## src/rtl/hyper_tx_prefetch.sv

```systemverilog
// Prefetch feeder for the hyperbus TX linear channel: credit-limited L2 word reads,
// buffered in a first-word-fall-through FIFO and streamed to the macro with byte enables.
module hyper_tx_prefetch #(
    parameter int ADDR_W = 32,
    parameter int SIZE_W = 20,
    parameter int DEPTH  = 8
) (
    input  logic                       sys_clk_i,
    input  logic                       rst_i,
    input  logic                       cfg_start_i,
    input  logic [ADDR_W-1:0]          cfg_addr_i,
    input  logic [SIZE_W-1:0]          cfg_size_i,
    input  logic                       cfg_stop_i,
    output logic                       busy_o,
    output logic                       done_o,
    output logic                       aborted_o,
    output logic                       req_o,
    output logic [ADDR_W-1:0]          req_addr_o,
    input  logic                       req_gnt_i,
    input  logic                       rsp_valid_i,
    input  logic [31:0]                rsp_data_i,
    output logic                       data_valid_o,
    output logic [31:0]                data_o,
    output logic [3:0]                 data_be_o,
    output logic                       data_last_o,
    input  logic                       data_ready_i,
    output logic [$clog2(DEPTH):0]     fifo_level_o
);

    // state | meaning
    // IDLE  | waiting for cfg_start_i, descriptor latched here
    // RUN   | issuing reads and streaming words to the macro
    // FLUSH | aborted, absorbing responses still in flight
    // DONE  | one-cycle done_o pulse, then back to IDLE
    typedef enum logic [1:0] {IDLE, RUN, FLUSH, DONE} state_t;

    localparam int PW = $clog2(DEPTH);
    localparam int LW = PW + 1;
    localparam int NW = SIZE_W + 1;

    state_t            state_q, state_d;
    logic [ADDR_W-1:0] addr_q;
    logic [NW-1:0]     n_words_q, issued_q, popped_q;
    logic [1:0]        size_lo_q;
    logic              aborted_q;
    logic [LW-1:0]     outstanding_q, level_q;
    logic [PW-1:0]     wr_ptr_q, rd_ptr_q;
    logic [31:0]       mem_q [DEPTH];

    logic [NW-1:0]     n_words_cfg;
    logic [LW:0]       credit_sum;
    logic              grant, rsp_ok, push, pop, stop, last_pop;

    assign n_words_cfg = ({1'b0, cfg_size_i} + NW'(3)) >> 2;
    assign credit_sum  = {1'b0, outstanding_q} + {1'b0, level_q};

    assign busy_o       = (state_q != IDLE);
    assign done_o       = (state_q == DONE);
    assign aborted_o    = done_o & aborted_q;
    assign req_o        = (state_q == RUN) && (issued_q < n_words_q) && (credit_sum < (LW+1)'(DEPTH));
    assign req_addr_o   = addr_q;
    assign data_valid_o = (state_q == RUN) && (level_q != '0);
    assign data_o       = data_valid_o ? mem_q[rd_ptr_q] : '0;
    assign data_last_o  = data_valid_o && (popped_q == n_words_q - NW'(1));
    assign fifo_level_o = level_q;

    assign grant    = req_o & req_gnt_i;
    // responses with nothing outstanding are protocol errors and are dropped
    assign rsp_ok   = rsp_valid_i && (outstanding_q != '0);
    assign push     = rsp_ok && (state_q == RUN);
    assign pop      = data_valid_o && data_ready_i;
    assign stop     = (state_q == RUN) && cfg_stop_i;
    assign last_pop = pop && (popped_q == n_words_q - NW'(1));

    always_comb begin
        data_be_o = 4'h0;
        if (data_valid_o) begin
            data_be_o = 4'hF;
            if (data_last_o) begin
                case (size_lo_q)
                    2'd1:    data_be_o = 4'h1;
                    2'd2:    data_be_o = 4'h3;
                    2'd3:    data_be_o = 4'h7;
                    default: data_be_o = 4'hF;
                endcase
            end
        end
    end

    always_comb begin
        state_d = state_q;
        case (state_q)
            IDLE:    if (cfg_start_i) state_d = (n_words_cfg == '0) ? DONE : RUN;
            RUN:     if (cfg_stop_i) state_d = FLUSH;
                     else if (last_pop) state_d = DONE;
            FLUSH:   if (outstanding_q == '0) state_d = DONE;
            DONE:    state_d = IDLE;
            default: state_d = IDLE;
        endcase
    end

    always_ff @(posedge sys_clk_i) begin
        if (rst_i) begin
            state_q       <= IDLE;
            addr_q        <= '0;
            n_words_q     <= '0;
            issued_q      <= '0;
            popped_q      <= '0;
            size_lo_q     <= '0;
            aborted_q     <= 1'b0;
            outstanding_q <= '0;
            level_q       <= '0;
            wr_ptr_q      <= '0;
            rd_ptr_q      <= '0;
        end else begin
            state_q <= state_d;
            if (state_q == IDLE && cfg_start_i) begin
                addr_q    <= cfg_addr_i & ~ADDR_W'(3);
                n_words_q <= n_words_cfg;
                size_lo_q <= cfg_size_i[1:0];
                issued_q  <= '0;
                popped_q  <= '0;
                aborted_q <= 1'b0;
            end
            if (grant) begin
                addr_q   <= addr_q + ADDR_W'(4);
                issued_q <= issued_q + NW'(1);
            end
            if (grant && !rsp_ok)
                outstanding_q <= outstanding_q + LW'(1);
            else if (!grant && rsp_ok)
                outstanding_q <= outstanding_q - LW'(1);
            if (stop) begin
                aborted_q <= 1'b1;
                level_q   <= '0;
                wr_ptr_q  <= '0;
                rd_ptr_q  <= '0;
            end else begin
                if (push) wr_ptr_q <= wr_ptr_q + PW'(1);
                if (pop) begin
                    rd_ptr_q <= rd_ptr_q + PW'(1);
                    popped_q <= popped_q + NW'(1);
                end
                if (push && !pop)
                    level_q <= level_q + LW'(1);
                else if (pop && !push)
                    level_q <= level_q - LW'(1);
            end
        end
    end

    always_ff @(posedge sys_clk_i) begin
        if (push && !stop) mem_q[wr_ptr_q] <= rsp_data_i;
    end

endmodule

```

## config.mk

```make
export PLATFORM = sky130hd
export DESIGN_NAME = hyper_tx_prefetch
export DESIGN_NICKNAME = d
export VERILOG_FILES = /design/src/rtl/hyper_tx_prefetch.sv
export SDC_FILE = /design/constraint.sdc
export NUM_CORES = 1
export LEC_CHECK = 0
export ABC_AREA = 1
export BUFFER_PORTS_ARGS = -buffer_cell sky130_fd_sc_hd__buf_2
export CAP_MARGIN = 0
export CORE_MARGIN = 2
export CORE_UTILIZATION = 30
export DETAILED_ROUTE_END_ITERATION = 8
export GPL_ROUTABILITY_DRIVEN = 0
export GPL_TIMING_DRIVEN = 0
export PLACE_DENSITY = 0.55
export SYNTH_ARGS = -nofsm -noshare
export SYNTH_HDL_FRONTEND = slang
export SYNTH_SLANG_ARGS = --single-unit
```

## constraint.sdc

```tcl
create_clock -name sys_clk_i -period 7.94 [get_ports sys_clk_i]
set_input_delay 1.588 -clock sys_clk_i [delete_from_list [all_inputs] [get_ports sys_clk_i]]
set_output_delay 1.588 -clock sys_clk_i [all_outputs]
set_load 0.01 [all_outputs]
```

==> impl_metrics.ini <==
[power]
power.total_mw = 6.02
peakVddDrop_uv = 147
power.density_nw_per_um2 = 282
seq_power_share_pct = 39.0
internal-power_mw = 3.97
p_switching_mw = 2.05
p_leak_nw = 8.19
swShare_pct = 34.1
combinationalPowerShare_pct = 26.5
clockPowerShare_pct = 34.5

[timing]
setup_viol_count_final = 0
whs_ns = 0.470
relSlewSlack_pct = 44.8
finalHoldViolCount = 0
slew_violations = 0
period_minus_slack_ns = 4.64
clock_skew_ns = 0.0245
fin_crit_sh_pct = 58.4
tns_ns = 0
worst_pin_slew_ns = 0.828
fmax_mhz = 216
rsz0062_at_grt = false

[global_routing]
grtUsageTotal_pct = 16.7
overflow = 0
antenna_found_initial = 3
grt_pass1_wl_mm = 79.6
grt_pass1_vias = 13903
grt_max_degree = 24

[yosys]
ys_top_cells_by_area = edfxtp_1, dfxtp_1, nor2_1
yosys.area.top_type_share_pct = 43.1
synth-compound-area-share_pct = 12.5
synth_fa_ha_area_share_pct = 3.03
synth-simple-area-share_pct = 20.0
synth_area_um2 = 17800
yosysSeqAreaShare_pct = 55.8
synth_warnings = 0
synth_top_family_by_area = simple AND/OR/NAND/NOR gates
synth-xor-area-share_pct = 3.19
yosys.area.top_type = edfxtp_1
ys_ff_latch = 369
synth_cell_type_count = 53
syn_inst = 1951
synthMuxAreaShare_pct = 0
synth.avg_cell_area_um2 = 9.14

[drt]
firstDrtPassIters = 5
detail-route-antenna-nets = 0
drt_iter0_markers = 876
wire_per_inst_um = 17.4
drc_errors = 0
routed_wirelength_mm = 51.9
detail_route.vias_per_cell = 4.86
vias = 14476

[clock_tree]
cts_resized = 0
post_cts_buffers = 0
cts.sinks = 369
cts_htree_levels = 2
clkTransAtPathRegs_ns = 0.06
ctsRootBufferMaster = clkbuf_16
cts_tree = done
clkLatencyLatePin_ns = 0.58
cts_hold_buf = 0
cts_made_buffers = 43
clockBufferDepth = 3

[cells_and_area]
drive_gt1_share_pct = 14.9
nNetsFinal = 2302
syn2layout_area_growth_pct = 19.9
mostFrequentLayoutCell = nor2_1
final_cell_mix = nor2_1, nand2_1, edfxtp_1
fill_cells = 5931
design_area_um2 = 21400

[placement]
port-buffer-count = 164
hpwl_mm = 37.5
place_area_um2 = 19900

[floorplan]
die_h_um = 248
core_region_area_um2 = 58900
die-area_um2 = 61400
row_count = 89
start_util_pct = 30.3
ios = 169
die_w_um = 248

[worst_setup_path]
crit_type = reg -> out
end_kind = primary output
cp_data_required_time_ns = 6.35
crit_arrival_ns = 3.05
rr_startpoint = n_words_q[15]
crit_slowest_cell = clkbuf_1
critPathMaxStageDelay_ns = 0.65
path_cells = nor2_1 -> nand3_1 -> nand2_1 -> clkinv_2 -> clkbuf_1 -> o21ai_0 -> a31oi_1 -> buf_2
startpoint = fifo_level_o[0]
cp_max_fo = 11
start_kind = register

[flow_run]
drv_cap = 0

[hold_path]
hp-start = aborted_q
hold_class = reg -> reg

[run_status]
status = complete, no violations
## flip-flops by register name, summed over array words and instances, names as in the netlist, named ones only
register / flops
mem_q: 256
req_addr_o: 30
issued_q: 21
popped_q: 21
n_words_q: 19
fifo_level_o: 4
outstanding_q: 4
rd_ptr_q: 3
wr_ptr_q: 3
size_lo_q: 2
state_q: 2
aborted_q: 1
## cell usage after synthesis (all sizes together)
| cell | instances |
|---|---|
| nand3 | 86 |
| clkinv | 5 |
| nor4 | 6 |
| nand3b | 11 |
| o21a | 1 |
| a22oi | 1 |
| conb | 1 |
| edfxtp | 256 |
| and2 | 2 |
| xor2 | 46 |
| a21oi | 86 |
| a31oi | 53 |
| ha | 40 |
| nand4 | 22 |
| a21boi | 1 |
| nor3 | 30 |
| fa | 2 |
| o21bai | 1 |
| inv | 147 |
| nand2 | 320 |
| o21ai | 217 |
| clkbuf | 60 |
| a31o | 1 |
| xnor2 | 19 |
| a41oi | 1 |
| o22ai | 34 |
| a211oi | 5 |
| buf | 25 |
| dfxtp | 113 |
| nor2 | 341 |
| o221ai | 1 |
| nor3b | 2 |
| a21o | 1 |
| o31ai | 1 |
| and3b | 1 |
| o211ai | 8 |
| or2 | 4 |
## cell type report
cell class / instances / area, um2 / share of cell area, %
diodes: 3 / 7.51 / 0.0351
plain buffers: 85 / 385 / 1.80
clock buffers: 52 / 1130 / 5.29
clock inverters: 28 / 353 / 1.65
inverters: 152 / 573 / 2.68
multi-input cells: 1346 / 6990 / 32.7
flip-flops and latches: 369 / 9950 / 46.5
well taps: 773 / 967 / 4.52
repair buffers: 172 / 1030 / 4.80
## critical path: cells and delay by family (launching register included)
family / cells / cell delay (ns)
AO/OA/AOI/OAI: 2 / 0.53
buffers and inverters: 3 / 1.01
flip-flops: 1 / 0.56
AND/OR/NAND/NOR: 3 / 0.36
## layer usage
layer	up-vias	track usage (%)	wire length, um	part of all wire, %
met4	0	4.12	1050	2.0
met3	73	3.31	3030	5.8
met1	6848	21.4	22700	44
li1	7156	-	-	-
met5	-	0	0	0
met2	399	28.9	25100	48
## path summary, 6_finish.rpt
path | end | slack, ns | cells past startpoint
max | data_o[25] | 3.30 | 8
max reg2reg | outstanding_q[3] | 4.19 | 23
min | aborted_q | 0.47 | 2
min reg2reg | aborted_q | 0.47 | 2
## logic make-up after synthesis
kind of cell / after synthesis
XOR/XNOR: 65
AND/OR/NAND/NOR: 825
buffers and inverters: 237
AO/OA/AOI/OAI: 412
other: 1
adder cells (fa/ha/maj): 42
flip-flops: 369
## power by group through the flow
stage / Sequential [mW] / Clock [mW] / Combinational, mW
6_report: 2.35 / 2.08 / 1.59
5_1_grt: 2.37 / 2.21 / 1.80
4_1_cts: 2.35 / 2.12 / 1.61
3_5_place_dp: 2.39 / 0 / 1.61
3_3_place_gp: 2.39 / 0 / 1.57
2_1_floorplan: 2.36 / 0 / 1.04
## per-stage QoR
| stage | instances | setup slack [ns] | utilization, % |
|---|---|---|---|
| floorplan | 1952 | 4.00 | - |
| global placement | 2889 | 2.24 | 33.3 |
| detailed placement | 2897 | 3.69 | 33.8 |
| CTS | 2977 | 3.04 | 36.3 |
| global route | 2979 | 3.02 | 36.3 |
| finish | 2980 | 3.30 | 36.3 |
Power figures use the tool's default switching activity.
